$ cat src/rtl/washer_sequencer.sv
// washer_sequencer: executes the wash program fetched from ROM; owns the loop counters,
// the tick-based duration timer and the registered actuators. Optional `WASHER_PAUSE_EN adds a pause input.
module washer_sequencer #(
  parameter int INSTRS_WIDTH = 32,
  parameter int ADDR_WIDTH   = 8,
  parameter int NUM_REGS     = 4,
  parameter int START_ADDR   = 2,
  parameter int TICK_DIV     = 1000
) (
  input  logic                    clk,
  input  logic                    rst,
  input  logic                    start,
`ifdef WASHER_PAUSE_EN
  input  logic                    pause,
`endif
  output logic [ADDR_WIDTH-1:0]   pc,
  input  logic [INSTRS_WIDTH-1:0] instr,
  output logic                    fill,
  output logic                    drain,
  output logic                    motor_fwd,
  output logic                    motor_rev,
  output logic                    busy,
  output logic                    done,
  output logic                    error
);

  localparam int RW = (NUM_REGS > 1) ? $clog2(NUM_REGS) : 1;
  localparam int PW = (TICK_DIV > 1) ? $clog2(TICK_DIV) : 1;
  localparam logic [PW-1:0]         PRESC_MAX = PW'(TICK_DIV - 1);
  localparam logic [ADDR_WIDTH-1:0] START_PC  = ADDR_WIDTH'(START_ADDR);

  localparam logic [7:0] OP_HALT = 8'h00, OP_WAIT = 8'h01, OP_FILL = 8'h02, OP_REL = 8'h03;
  localparam logic [7:0] OP_FWD  = 8'h04, OP_REV  = 8'h05, OP_SET  = 8'h11, OP_DEC = 8'h12;
  localparam logic [7:0] OP_J    = 8'h20, OP_JZ   = 8'h21, OP_JNZ  = 8'h22;

  typedef enum logic [1:0] {S_IDLE, S_RUN, S_TIMED, S_HALT} state_t;

  state_t                r_state, w_stateNext;
  logic [ADDR_WIDTH-1:0] r_pc, w_pcNext, w_pcInc, w_target;
  logic [15:0]           r_regs [NUM_REGS];
  logic [15:0]           w_regsNext [NUM_REGS];
  logic [15:0]           r_timer, w_timerNext;
  logic [PW-1:0]         r_presc, w_prescNext;
  logic [3:0]            r_mask, w_maskNext, r_act, w_actNext, w_opMask;
  logic                  r_done, w_doneNext, r_error, w_errorNext, w_paused;
  logic [7:0]            w_op, w_rsel;
  logic [15:0]           w_imm, w_regVal;
  logic [RW-1:0]         w_idx;

  assign w_op     = instr[7:0];
  assign w_rsel   = instr[15:8];
  assign w_imm    = instr[31:16];
  assign w_idx    = RW'(32'(w_rsel) % NUM_REGS);
  assign w_regVal = r_regs[w_idx];
  assign w_target = w_imm[ADDR_WIDTH-1:0];
  assign w_pcInc  = r_pc + ADDR_WIDTH'(1);

`ifdef WASHER_PAUSE_EN
  assign w_paused = pause;
`else
  assign w_paused = 1'b0;
`endif

  // Actuator bit order is {motor_rev, motor_fwd, drain, fill}; one-hot keeps fwd/rev exclusive.
  always_comb begin
    w_opMask = 4'b0000;
    case (w_op)
      OP_FILL: w_opMask = 4'b0001;
      OP_REL:  w_opMask = 4'b0010;
      OP_FWD:  w_opMask = 4'b0100;
      OP_REV:  w_opMask = 4'b1000;
      default: w_opMask = 4'b0000;
    endcase
  end

  always_comb begin
    w_stateNext = r_state;
    w_pcNext    = r_pc;
    w_regsNext  = r_regs;
    w_timerNext = r_timer;
    w_prescNext = r_presc;
    w_maskNext  = r_mask;
    w_actNext   = 4'b0000;
    w_doneNext  = r_done;
    w_errorNext = r_error;
    case (r_state)
      S_IDLE, S_HALT: begin
        if (start) begin
          w_stateNext = S_RUN;
          w_pcNext    = START_PC;
          w_doneNext  = 1'b0;
          w_errorNext = 1'b0;
          for (int i = 0; i < NUM_REGS; i++) w_regsNext[i] = '0;
        end
      end
      S_RUN: begin
        case (w_op)
          OP_HALT: begin
            w_stateNext = S_HALT;
            w_doneNext  = 1'b1;
          end
          OP_WAIT, OP_FILL, OP_REL, OP_FWD, OP_REV: begin
            if (w_imm == 16'd0) begin
              w_pcNext = w_pcInc;
            end else begin
              w_timerNext = w_imm;
              w_prescNext = '0;
              w_maskNext  = w_opMask;
              w_actNext   = w_opMask;
              w_stateNext = S_TIMED;
            end
          end
          OP_SET: begin
            w_regsNext[w_idx] = w_imm;
            w_pcNext          = w_pcInc;
          end
          OP_DEC: begin
            if (w_regVal != 16'd0) w_regsNext[w_idx] = w_regVal - 16'd1;
            w_pcNext = w_pcInc;
          end
          OP_J:   w_pcNext = w_target;
          OP_JZ:  w_pcNext = (w_regVal == 16'd0) ? w_target : w_pcInc;
          OP_JNZ: w_pcNext = (w_regVal != 16'd0) ? w_target : w_pcInc;
          default: begin
            w_stateNext = S_HALT;
            w_errorNext = 1'b1;
          end
        endcase
      end
      S_TIMED: begin
        // A paused op keeps its counters and drops the actuator until released.
        if (!w_paused) begin
          w_actNext = r_mask;
          if (r_presc == PRESC_MAX) begin
            w_prescNext = '0;
            if (r_timer == 16'd1) begin
              w_actNext   = 4'b0000;
              w_pcNext    = w_pcInc;
              w_stateNext = S_RUN;
            end else begin
              w_timerNext = r_timer - 16'd1;
            end
          end else begin
            w_prescNext = r_presc + PW'(1);
          end
        end
      end
      default: w_stateNext = S_IDLE;
    endcase
  end

  always_ff @(posedge clk or posedge rst) begin
    if (rst) begin
      r_state <= S_IDLE;
      r_pc    <= START_PC;
      for (int i = 0; i < NUM_REGS; i++) r_regs[i] <= '0;
      r_timer <= '0;
      r_presc <= '0;
      r_mask  <= '0;
      r_act   <= '0;
      r_done  <= 1'b0;
      r_error <= 1'b0;
    end else begin
      r_state <= w_stateNext;
      r_pc    <= w_pcNext;
      r_regs  <= w_regsNext;
      r_timer <= w_timerNext;
      r_presc <= w_prescNext;
      r_mask  <= w_maskNext;
      r_act   <= w_actNext;
      r_done  <= w_doneNext;
      r_error <= w_errorNext;
    end
  end

  assign pc        = r_pc;
  assign fill      = r_act[0];
  assign drain     = r_act[1];
  assign motor_fwd = r_act[2];
  assign motor_rev = r_act[3];
  assign done      = r_done;
  assign error     = r_error;
  assign busy      = (r_state == S_RUN) || (r_state == S_TIMED);

endmodule

$ cat config.mk
export PLATFORM = sky130hd
export DESIGN_NAME = washer_sequencer
export DESIGN_NICKNAME = d
export VERILOG_FILES = /design/src/rtl/washer_sequencer.sv
export SDC_FILE = /design/constraint.sdc
export NUM_CORES = 1
export LEC_CHECK = 0
export CORE_AREA = 2 2 110 112
export CTS_CLUSTER_SIZE = 10
export DETAILED_ROUTE_END_ITERATION = 10
export DIE_AREA = 0 0 112 114
export HOLD_SLACK_MARGIN = 0.03
export PLACE_DENSITY_LB_ADDON = 0.3
export SKIP_LAST_GASP = 1
export SLEW_MARGIN = 20
export SYNTH_ARGS = -nofsm -noshare
export SYNTH_HDL_FRONTEND = slang
export SYNTH_SLANG_ARGS = --single-unit
$ cat constraint.sdc
create_clock -name clk -period 4.19 [get_ports clk]
set_input_delay 0.838 -clock clk [delete_from_list [all_inputs] [get_ports clk]]
set_output_delay 0.838 -clock clk [all_outputs]
set_load 0.05 [all_outputs]
Word-level counts from Yosys, hierarchy flattened --
Index checks and enable logic that the tools add are counted.
Cells by class: $add $sub $neg 4, $lt $le $gt $ge 2, equal/unequal tests 29, multiplexer cells 45, bitwise logic cells 2, reductions and logical operators 22
Operator list (count):
- 64-bit case mux with 2 select lines | 2
- 64-bit bitwise mux | 2
- 64-bit two-way mux | 2
- 16-bit two-way mux | 7
- 8-bit two-way mux | 6
- 8-bit case mux with 5 select lines | 1
- 16-bit binary-select mux with 2-bit select | 1
- 16-bit demux with 2-bit select | 1
- 16-bit zero test | 2
- 16-bit case mux with 2 select lines | 1
- 16-bit by 1-bit subtractor with 16-bit output (second input constant) | 2
- 10-bit two-way mux | 3
- 8-bit by 6-bit == test with 1-bit output (second input constant) | 3
- 8-bit case mux with 3 select lines | 1
- 10-bit case mux with 2 select lines | 1
- 16-bit by 1-bit == test with 1-bit output (second input constant) | 1
- 8-bit by 2-bit == test with 1-bit output (second input constant) | 2
- 8-bit by 3-bit == test with 1-bit output (second input constant) | 2
- 8-bit by 5-bit == test with 1-bit output (second input constant) | 2
- 4-bit two-way mux | 4
- 4-bit case mux with 4 select lines | 1
- 16-bit nonzero test | 1
- 5-bit AND reduction | 3
- 2-bit != test (second input constant) | 7
- 30 further kinds | 46
Storage, ports and cells: flip-flop bits (word level) 110, logic and storage cells 116

Depth between registers and ports, before layout --
Gate-level depths: netlist of run 1.
word-level depth 9, mapped depth 15, gate-level depth less buffers 10

Worst setup path after synthesis of run 1 --
No wires, ideal clock.
path type in2reg, start point input port instr[8], end point register r_regs[3] in the netlist's numbering, setup time 127 ps, data arrival time 3933 ps, data required time 4063 ps, path slack 130 ps, stages on the path 14, buffers on the path 4, cell sequence buf_6 > buf_2 > mux4_2 > inv_1 > ha_1 > inv_1 > nor3_1 > or4b_1 > buf_2 > nor2_1 > a21oi_2 > o21ai_4 > buf_4 > mux2_1
Between the ends: longest elaborated chain between the ends 9, elaborated cells on any way between the ends 18, classes of those cells add/sub (1); order compare (2); eq/ne (1); mux (10); bitwise (1); reduce/logical (3)
RTL lines:
- start, declared | RTL line 17 | input logic [INSTRS_WIDTH-1:0] instr,
- 2-bit NOT with 3-bit output (implied by the code) * | RTL line 54, 114, 118
- 16-bit binary-select mux with 2-bit select (tied with other cells) | RTL line 54 | assign w_regVal = r_regs[w_idx];
- 16-bit two-way mux (implied by the code) / 1-bit logical AND (equally long branches) | RTL line 54, 114, 118
- 16-bit two-way mux, on equally long branches | RTL line 54, 114, 118
- 16-bit by 1-bit subtractor with 16-bit output / 16-bit demux with 2-bit select (equally long branches) | RTL line 118, 114
- 64-bit bitwise mux | RTL line 118 | if (w_regVal != 16'd0) w_regsNext[w_idx] = w_regVal - 16'd1;
- 64-bit two-way mux | RTL line 118
- 64-bit case mux with 2 select lines | RTL line 97 | case (w_op)
- 64-bit case mux with 2 select lines | RTL line 86 | case (r_state)
- end signal, assigned | RTL line 166 | r_regs <= w_regsNext;
- end, declared | RTL line 40 | logic [15:0] r_regs [NUM_REGS];
Every way passes the cells marked *; elsewhere a longest branch is shown, timed or not. The select of a mux whose other input is x is not followed. A chain may end at the register's enable or synchronous reset.

Worst setup path after layout of run 1 --
start point input port instr[8], end point register r_regs[33] in the netlist's numbering
The elaborated chain is that of the path after synthesis.

==> reports/qor.yml, run 1 <==
status: "complete, no violations"
wl_microns: 16600
grt_pass1_vias: 5407
synth_top_area_cell: "dfrtp_1"
cts_made_buffers: 9
die_h_microns: 114
drc_errors: 0
netlist_top_cells_area: "dfrtp_1 44%, mux4_2 5.8%, nand2_1 4.6%"
preCtsSetupSlack_ps: -170
period_needed_ps: 3910
via_per_inst: 6.36
drt.antenna.violating_nets: 0
rows: 40
vias: 5510
max_freq_mhz: 256
fin_setup_tns_ps: 0
portBuffers: 43
ys.flop_type: "dfrtp_1"
pin_count: 50
yosysWarnings: 0
drt_iter0_drc: 472
worstHoldPathType: "flop to flop"
critPathArrivalTime_ps: 4170
drt_pass1_iterations: 5
synthSimpleGateAreaFrac_pct: 19.5
cp.required_ps: 4450
grt_pass1_wl_microns: 27200
grt_overflow: 0
maxSlewHeadroom_pct: 46.3
wl_per_cell_microns: 19.2
start_util_pct: 53.4
synthXorXnorAreaFrac_pct: 2.80
ys_ff_latch: 110
die_w_microns: 112
synth_top_family_by_area: "compound AO/OA/AOI/OAI gates"
crit_fanout: 9
yosysUniqueCellTypes: 70
p_leak_nw: 3.33
grt_usage_pct: 26.6
gp_congestion: 0.914
grt_max_degree: 62
hold_violations: 0
ir_worst_vdd_uv: 243
finalNonFillerCells: 867
synth-edff-count: 0
clkSinkCount: 110
async_flop_share_pct: 100
drv_cap: 0
fin_skew_ps: 11.7
fin_crit_sh_pct: 93.3
fp.coreArea_sq_um: 11700
tightest_slew_ps: 799
critPathLaunchType: "input pin"
drive_gt1_share_pct: 14.9
antenna_found_initial: 0
antennaDiodeCount: 0
area_growth_pct: 19.1
synth-compound-area-share_pct: 20.5
cts_hold_buf: 0
p_per_area_nw_per_um2: 460
crit_path_end_kind: "flop"
root_buffer: "clkbuf_16"
whs_path_depth: 2
clk_latency_ps: 350
dp_hpwl_microns: 11700
syn-num-nets: 687
rsz0062_at_grt: "no"
postLayoutCoreUtil_pct: 63.6
syn_area_sq_um: 6260
r2r_cells: 9
crit_type: "input pin to flop"
cts.htree.levels: 3
power_mw: 3.43
ys_seq_area_share_pct: 44.0
muxShareOfSynthArea_pct: 7.82
synthCells: 644
setup_viol: 0
avgSynthCellArea_sq_um: 9.71
synth_top_cell_area_share_pct: 43.6
slew_violations: 0
dp_cells: 851
die_area_sq_um: 12800
synthAdderAreaFrac_pct: 1.60
setup_ws_ps: 280
clockBufferDepth: 2
final_nets: 758
tritoncts: "built"
clk_pin_slew_ps: 80
synth_stat cells (13+ instances only):
| master | instances |
|---|---|
| a21oi_1 | 27 |
| a22o_1 | 30 |
| and3_1 | 13 |
| clkbuf_1 | 24 |
| dfrtp_1 | 109 |
| inv_1 | 15 |
| mux4_2 | 16 |
| nand2_1 | 76 |
| nand3_1 | 16 |
| nor2_1 | 49 |
| nor3_1 | 15 |
| o21ai_0 | 49 |
| o22a_1 | 14 |
| or3_1 | 15 |
routing by layer:
metal / share of wire, % / track usage, %
met5: 0 / 0
met4: 2.4 / 9.67
met3: 6.7 / 4.30
met2: 48 / 43.4
met1: 43 / 36.2
logic make-up after synthesis:
logic type | count (synthesis)
mux | 28
buf+inv | 52
xor+xnor | 20
simple gates | 244
fa+ha+maj | 8
flops | 110
compound gates | 182
placed cells by master (no fill, tap or decap), types with 5 or more instances in the layout:
master,count
buf_4,50
ha_1,8
o31ai_1,5
o2bb2ai_1,6
nor4_1,12
o21ai_0,49
a31oi_1,12
a22o_1,30
mux2_2,6
mux2i_1,5
or4_1,5
clkbuf_16,9
nand3_1,16
nand2_1,76
dfrtp_1,109
nor2b_1,5
inv_1,14
and3_1,13
and2_1,9
or3_1,15
xnor2_1,12
nor3_1,15
nand2b_1,7
xor2_1,8
mux4_2,16
o22a_1,14
nor2_1,49
a21oi_1,27
nand4_1,9
clkdlybuf4s50_1,43
report_power, final:
group / switching (mW) / total, mW / internal (mW)
Clock: 0.410 / 0.880 / 0.469
Combinational: 0.714 / 1.22 / 0.507
Sequential: 0.129 / 1.33 / 1.20
final timing paths:
kind	start	end	slack [ps]
max	instr[8]	r_regs[33]	280
min	r_mask[0]	r_mask[0]	480
min reg2reg	r_mask[0]	r_mask[0]	480
max reg2reg	r_regs[5]	r_regs[33]	1030
max in group asynchronous	rst	pc[1]	2430
min in group asynchronous	rst	r_regs[29]	970
layout make-up:
class,count,area [sq um]
fillers,963,4260
multi-input cells,482,3270
flip-flops and latches,110,2750
repair buffers,97,886
clock buffers,10,229
well taps,147,184
clock inverters,6,68.8
inverters,15,58.8
per-stage QoR:
step	hold WS [ps]	cell area (sq um)
floorplan	438	6260
global placement	451	7150
detailed placement	464	7150
CTS	483	7450
global route	505	7450
finish	483	7450
critical path, stage by stage:
cell and delay, ps:
clkdlybuf4s50_1 480, buf_4 180, mux4_2 520, or4_1 570, or4b_4 560, buf_4 160, nor4_2 290, o21a_1 210
buf_4 190, nand2_1 80, o21ai_0 80
sequential cells by signal, indices dropped and copies added (netlist names):
signal / count
error: 1
pc: 8
r_state: 2
r_timer: 16
r_mask: 4
r_act: 4
r_regs: 64
done: 1
r_presc: 10
timing repair:
item                                   4_1_cts  5_1_grt
setup buffers                                0        0
endpoints found under the hold margin        0        0
setup endpoints to repair                    0       53
resized for setup                            0        1
No activity file was read; power rests on OpenSTA's default activity.
==> run 2: changes to the inputs <==
--- a/config.mk
+++ b/config.mk
@@ -5,12 +5,13 @@
 export SDC_FILE = /design/constraint.sdc
 export NUM_CORES = 1
 export LEC_CHECK = 0
-export CORE_AREA = 2 2 110 112
+export CORE_AREA = 5 5 113 115
 export CTS_CLUSTER_SIZE = 10
 export DETAILED_ROUTE_END_ITERATION = 10
-export DIE_AREA = 0 0 112 114
+export DIE_AREA = 0 0 118 120
 export HOLD_SLACK_MARGIN = 0.03
 export PLACE_DENSITY_LB_ADDON = 0.3
+export SETUP_SLACK_MARGIN = 0.2
 export SKIP_LAST_GASP = 1
 export SLEW_MARGIN = 20
 export SYNTH_ARGS = -nofsm -noshare
==> reports/qor.yml, run 2 (synthesis gave the netlist of run 1 again) <==
largest_reg_flops: 64  # unchanged
die_area_sq_um: 14200  # was 12800 sq um
final_cell_mix: "109 x dfrtp_1, 76 x nand2_1, 58 x buf_4"  # was 109 x dfrtp_1, 76 x nand2_1, 50 x buf_4
pin_count: 50  # unchanged
gp_congestion: 0.902  # was 0.914
cts_made_buffers: 9  # unchanged
path_cells: "dlymetal6s2s_1, buf_6, mux4_2, or4_4, or4b_4, o21ai_2, nor4b_4, buf_4, mux2i_1, o22ai_1"  # was clkdlybuf4s50_1, buf_4, mux4_2, or4_1, or4b_4, buf_4, nor4_2, o21a_1, buf_4, nand2_1, o21ai_0
portBuffers: 43  # unchanged
die_w_microns: 118  # was 112 microns
drt_pass1_iterations: 7  # was 5
via_per_inst: 6.34  # was 6.36
layout_commonest_cell: "dfrtp_1"  # unchanged
cp.required_ps: 4430  # was 4450 ps
nFillCells: 931  # was 963
clk_pin_slew_ps: 80  # about the same
p_int_mw: 2.23  # was 2.18 mW
largestRegisters: "r_regs: 64 flops, r_timer: 16 flops, r_presc: 10 flops"  # unchanged
drc_errors: 0  # unchanged
clock_power_share_pct: 25.9  # was 25.7%
critPathLaunchType: "input pin"  # unchanged
max_freq_mhz: 280  # was 256 MHz
clkSinkCount: 110  # unchanged
slew_violations: 0  # unchanged
critPathArrivalTime_ps: 3810  # was 4170 ps
preCtsSetupSlack_ps: -250  # was -170 ps
cts_hold_buf: 0  # unchanged
wl_microns: 16800  # was 16600 microns
crit_fanout: 7  # was 9
worstHoldPathType: "flop to flop"  # unchanged
regMostFlops: "r_regs"  # unchanged
antennaDiodeCount: 0  # unchanged
drive_gt1_share_pct: 16.6  # was 14.9%
ir_worst_vdd_uv: 311  # was 243 uV
p_leak_nw: 3.42  # was 3.33 nW
root_buffer: "clkbuf_16"  # unchanged
clockBufferDepth: 2  # unchanged
die_h_microns: 120  # was 114 microns
seqCellArea_sq_um: 2750  # unchanged
rsz0062_at_grt: "no"  # unchanged
drt_iter0_drc: 604  # was 472
crit_path_end_kind: "flop"  # unchanged
fin_skew_ps: 7.57  # was 11.7 ps
tightest_slew_ps: 860  # was 799 ps
setup_ws_ps: 621  # was 280 ps
status: "complete, no violations"  # unchanged
setup_viol: 0  # unchanged
p_per_area_nw_per_um2: 461  # was 460 nW/um^2
hold_violations: 0  # unchanged
seq_power_share_pct: 38.0  # was 38.8%
period_needed_ps: 3570  # was 3910 ps
drv_cap: 0  # unchanged
maxSlewHeadroom_pct: 42.3  # was 46.3%
cpPeakStageDelay_ps: 570  # about the same
vias: 5567  # was 5510
start_util_pct: 53.4  # unchanged
p_switching_mw: 1.27  # was 1.25 mW
fp.coreArea_sq_um: 11700  # unchanged
area_growth_pct: 21.3  # was 19.1%
grt_max_degree: 67  # was 62
grt_pass1_wl_microns: 28300  # was 27200 microns
final_nets: 769  # was 758
crit_type: "input pin to flop"  # unchanged
drt.antenna.violating_nets: 0  # unchanged
wl_per_cell_microns: 19.2  # about the same
antenna_found_initial: 0  # unchanged
power_mw: 3.50  # was 3.43 mW
cpMaxStageDelayCell: "or4_4"  # was or4_1
fin_crit_sh_pct: 85.2  # was 93.3%
sw_frac_of_total_pct: 36.2  # was 36.5%
grt_pass1_vias: 5536  # was 5407
postLayoutCoreUtil_pct: 64.8  # was 63.6%
combPwrFrac_pct: 36.1  # was 35.6%
multi_input_area_sq_um: 3280  # was 3270 sq um
grt_usage_pct: 24.5  # was 26.6%
tritoncts: "built"  # unchanged
cts.htree.levels: 3  # unchanged
grt_overflow: 0  # unchanged
dp_hpwl_microns: 12000  # was 11700 microns
fin_setup_tns_ps: 0  # unchanged
rows: 40  # unchanged
clk_latency_ps: 360  # was 350 ps
-- run 2: cell types whose count changed in the layout (fill, tap and decap cells not counted), sizes merged --
cell	change
clkdlybuf4s50	-2
buf	+11
dlymetal6s2s	+2
inv	+1
clkinv	-1
-- run 2: critical path, delay by kind of cell --
kind | cells | cell delay, ps
and+or+nand+nor | 3 | 1470
buffers and inverters | 3 | 530
AOI/OAI and AO/OA | 2 | 240
muxes | 2 | 720
-- run 2: layout make-up --
class / instances / share of cell area [%]
tap: 147 / 2.42
inverter: 15 / 0.775
clock buffer: 10 / 3.15
multi-input combinational: 482 / 43.2
clock inverter: 6 / 0.989
sequential: 110 / 36.3
timing repair buffer: 108 / 13.1
-- run 2: path summary, 6_finish.rpt --
kind | start | endpoint | slack [ps] | cells past startpoint
setup reg to reg | r_regs[53] | pc[2] | 1060 | 8
max in group asynchronous | rst | pc[1] | 2410 | 3
setup / recovery | instr[8] | pc[2] | 620 | 10
hold / removal | r_regs[59] | r_regs[59] | 480 | 2
hold reg to reg | r_regs[59] | r_regs[59] | 480 | 2
min in group asynchronous | rst | r_regs[27] | 990 | 2
-- run 2: repair_timing --
action / in CTS / in global routing
setup buffers: 0 / 5
gates resized for setup: 2 / 6
endpoints found under the hold margin: 0 / 0
endpoints found under the setup margin: 59 / 64
-- run 2: power by group through the flow --
| stage | registers (mW) | logic [mW] | clock network [mW] |
|---|---|---|---|
| finish | 1.33 | 1.26 | 0.905 |
| global route | 1.35 | 1.36 | 0.964 |
| CTS | 1.33 | 1.25 | 0.918 |
| detailed placement | 1.34 | 1.23 | 0 |
| global placement | 1.33 | 1.20 | 0 |
| floorplan | 1.35 | 0.765 | 0 |
-- run 2: metal layers --
metal | share of wire (%) | global-route usage, % | vias to the layer above
met1 | 43 | 32.5 | 2715
met3 | 6.8 | 4.43 | 44
met2 | 47 | 39.9 | 251
met5 | 0 | 0 | -
li1 | - | - | 2557
met4 | 3.4 | 10.1 | 0
-- run 2: per-stage QoR --
| step | cell area [sq um] | std cells | hold WS [ps] |
|---|---|---|---|
| 2_1_floorplan | 6260 | 644 | 438 |
| 3_3_place_gp | 7210 | 857 | 449 |
| 3_5_place_dp | 7210 | 857 | 469 |
| 4_1_cts | 7530 | 873 | 486 |
| 5_1_grt | 7590 | 878 | 513 |
| 6_report | 7590 | 878 | 484 |
==> run 3: changes to the inputs <==
--- a/config.mk
+++ b/config.mk
@@ -5,10 +5,10 @@
 export SDC_FILE = /design/constraint.sdc
 export NUM_CORES = 1
 export LEC_CHECK = 0
-export CORE_AREA = 5 5 113 115
+export CORE_AREA = 5 5 109 111
 export CTS_CLUSTER_SIZE = 10
 export DETAILED_ROUTE_END_ITERATION = 10
-export DIE_AREA = 0 0 118 120
+export DIE_AREA = 0 0 114 116
 export HOLD_SLACK_MARGIN = 0.03
 export PLACE_DENSITY_LB_ADDON = 0.3
 export SETUP_SLACK_MARGIN = 0.2
==> reports/qor.yml, run 3 (synthesis gave the netlist of run 1 again) <==
largest_reg_flops: 64  # unchanged
r2r_cells: 9  # was 8
clkSinkCount: 110  # unchanged
clockBufferDepth: 2  # unchanged
worstHoldPathType: "flop to flop"  # unchanged
drc_errors: 0  # unchanged
root_buffer: "clkbuf_8"  # was clkbuf_16
regMostFlops: "r_regs"  # unchanged
slew_violations: 0  # unchanged
wl_per_cell_microns: 20.0  # was 19.2 microns
period_needed_ps: 3860  # was 3570 ps
power_mw: 3.27  # was 3.50 mW
cts.htree.levels: 3  # unchanged
fp.coreArea_sq_um: 10700  # was 11700 sq um
fin_skew_ps: 22.7  # was 7.57 ps
largestRegisters: "r_regs: 64 flops, r_timer: 16 flops, r_presc: 10 flops"  # unchanged
grt_pass1_vias: 5644  # was 5536
crit_path_end_kind: "flop"  # unchanged
drt_iter0_drc: 568  # was 604
drv_cap: 0  # unchanged
status: "complete, no violations"  # unchanged
start_util_pct: 58.5  # was 53.4%
whs_path_depth: 2  # unchanged
grt_max_degree: 59  # was 67
grt_usage_pct: 27.2  # was 24.5%
dp_hpwl_microns: 12400  # was 12000 microns
preCtsSetupSlack_ps: -269  # was -250 ps
cts_hold_buf: 0  # unchanged
grt_overflow: 0  # unchanged
nFillCells: 786  # was 931
critPathArrivalTime_ps: 4140  # was 3810 ps
die_w_microns: 114  # was 118 microns
final_nets: 767  # was 769
rsz0062_at_grt: "no"  # unchanged
gp_congestion: 0.914  # was 0.902
drive_gt1_share_pct: 16.1  # was 16.6%
drt.antenna.violating_nets: 0  # unchanged
final_cell_mix: "109 x dfrtp_1, 76 x nand2_1, 57 x buf_4"  # was 109 x dfrtp_1, 76 x nand2_1, 58 x buf_4
crit_fanout: 7  # unchanged
rrSetupSlack_ps: 910  # was 1060 ps
p_per_area_nw_per_um2: 439  # was 461 nW/um^2
pin_count: 50  # unchanged
maxSlewHeadroom_pct: 44.4  # was 42.3%
min-delay-start: "r_regs[30]"  # was r_regs[59]
cts_made_buffers: 9  # unchanged
die_area_sq_um: 13200  # was 14200 sq um
setup_viol: 0  # unchanged
clk_latency_ps: 410  # was 360 ps
tritoncts: "built"  # unchanged
grt_pass1_wl_microns: 28300  # about the same
area_growth_pct: 19.0  # was 21.3%
crit_type: "input pin to flop"  # unchanged
hold_violations: 0  # unchanged
max_freq_mhz: 259  # was 280 MHz
critPathLaunchType: "input pin"  # unchanged
antenna_found_initial: 0  # unchanged
drt_pass1_iterations: 5  # was 7
via_per_inst: 6.48  # was 6.34
ir_worst_vdd_uv: 261  # was 311 uV
setup_ws_ps: 330  # was 621 ps
wl_microns: 17300  # was 16800 microns
hold_path_end: "r_regs[30]"  # was r_regs[59]
tightest_slew_ps: 828  # was 860 ps
seqCellArea_sq_um: 2750  # unchanged
portBuffers: 43  # unchanged
fin_crit_sh_pct: 92.1  # was 85.2%
layout_commonest_cell: "dfrtp_1"  # unchanged
cp.required_ps: 4470  # was 4430 ps
antennaDiodeCount: 0  # unchanged
multi_input_area_sq_um: 3290  # was 3280 sq um
vias: 5619  # was 5567
clk_pin_slew_ps: 100  # was 80 ps
p_leak_nw: 3.34  # was 3.42 nW
r2r-end: "pc[5]"  # was pc[2]
die_h_microns: 116  # was 120 microns
regToRegStartpoint: "r_regs[5]"  # was r_regs[53]
rows: 38  # was 40
-- run 3: final cells by class --
type                            instances  area share, %
Sequential cell                       110           37.0
Clock inverter                          3          0.605
Inverter                               15          0.790
Tap cell                              140           2.35
Multi-Input combinational cell        482           44.2
Timing Repair Buffer                  106           13.1
Clock buffer                           11           2.03
-- run 3: repair_timing --
item / in CTS / in global routing
setup buffers: 0 / 2
setup endpoints to repair: 5 / 22
gates resized for setup: 1 / 5
pin swaps: 0 / 2
-- run 3: metal layers --
metal | global-route usage, % | share of wire, % | vias to the layer above
li1 | - | - | 2545
met1 | 34.3 | 41 | 2771
met2 | 45.3 | 48 | 251
met3 | 6.27 | 7.2 | 52
met4 | 11.8 | 3.6 | 0
met5 | 0 | 0 | -
-- run 3: worst max path at each step --
stage	start	to	depth (start not counted)
3_5_place_dp	instr[8]	pc[6]	9
4_1_cts	instr[8]	pc[6]	9
2_1_floorplan	instr[8]	r_regs[3]	14
5_1_grt	instr[9]	pc[5]	14
6_report	instr[9]	pc[5]	14
3_3_place_gp	instr[8]	pc[2]	10
-- run 3: report_power, final --
| part | internal, mW | switching (mW) | total (mW) | leakage (nW) |
|---|---|---|---|---|
| Combinational | 0.532 | 0.727 | 1.26 | 1.76 |
| Clock | 0.303 | 0.378 | 0.681 | 0.0935 |
| Sequential | 1.20 | 0.131 | 1.33 | 1.49 |
-- run 3: stage by stage --
step	instances	util, %	instance area [sq um]	setup TNS (ps)	hold slack, ps
6_report	867	69.6	7440	0	488
2_1_floorplan	644	-	6260	0	438
4_1_cts	865	69.3	7410	0	491
3_5_place_dp	851	67.4	7210	-7020	467
3_3_place_gp	851	67.4	7210	-2820	450
5_1_grt	867	69.6	7440	0	525
-- run 3: worst max-delay path, stage by stage --
cell             delay [ps]
clkdlybuf4s50_1         640
buf_4                   170
mux4_2                  330
inv_1                    80
ha_1                    160
inv_1                    70
nor3_2                  210
or4b_4                  550
nor3_4                  240
nor4b_4                  70
buf_4                   170
buf_4                   150
and3_1                  180
a221o_1                 270
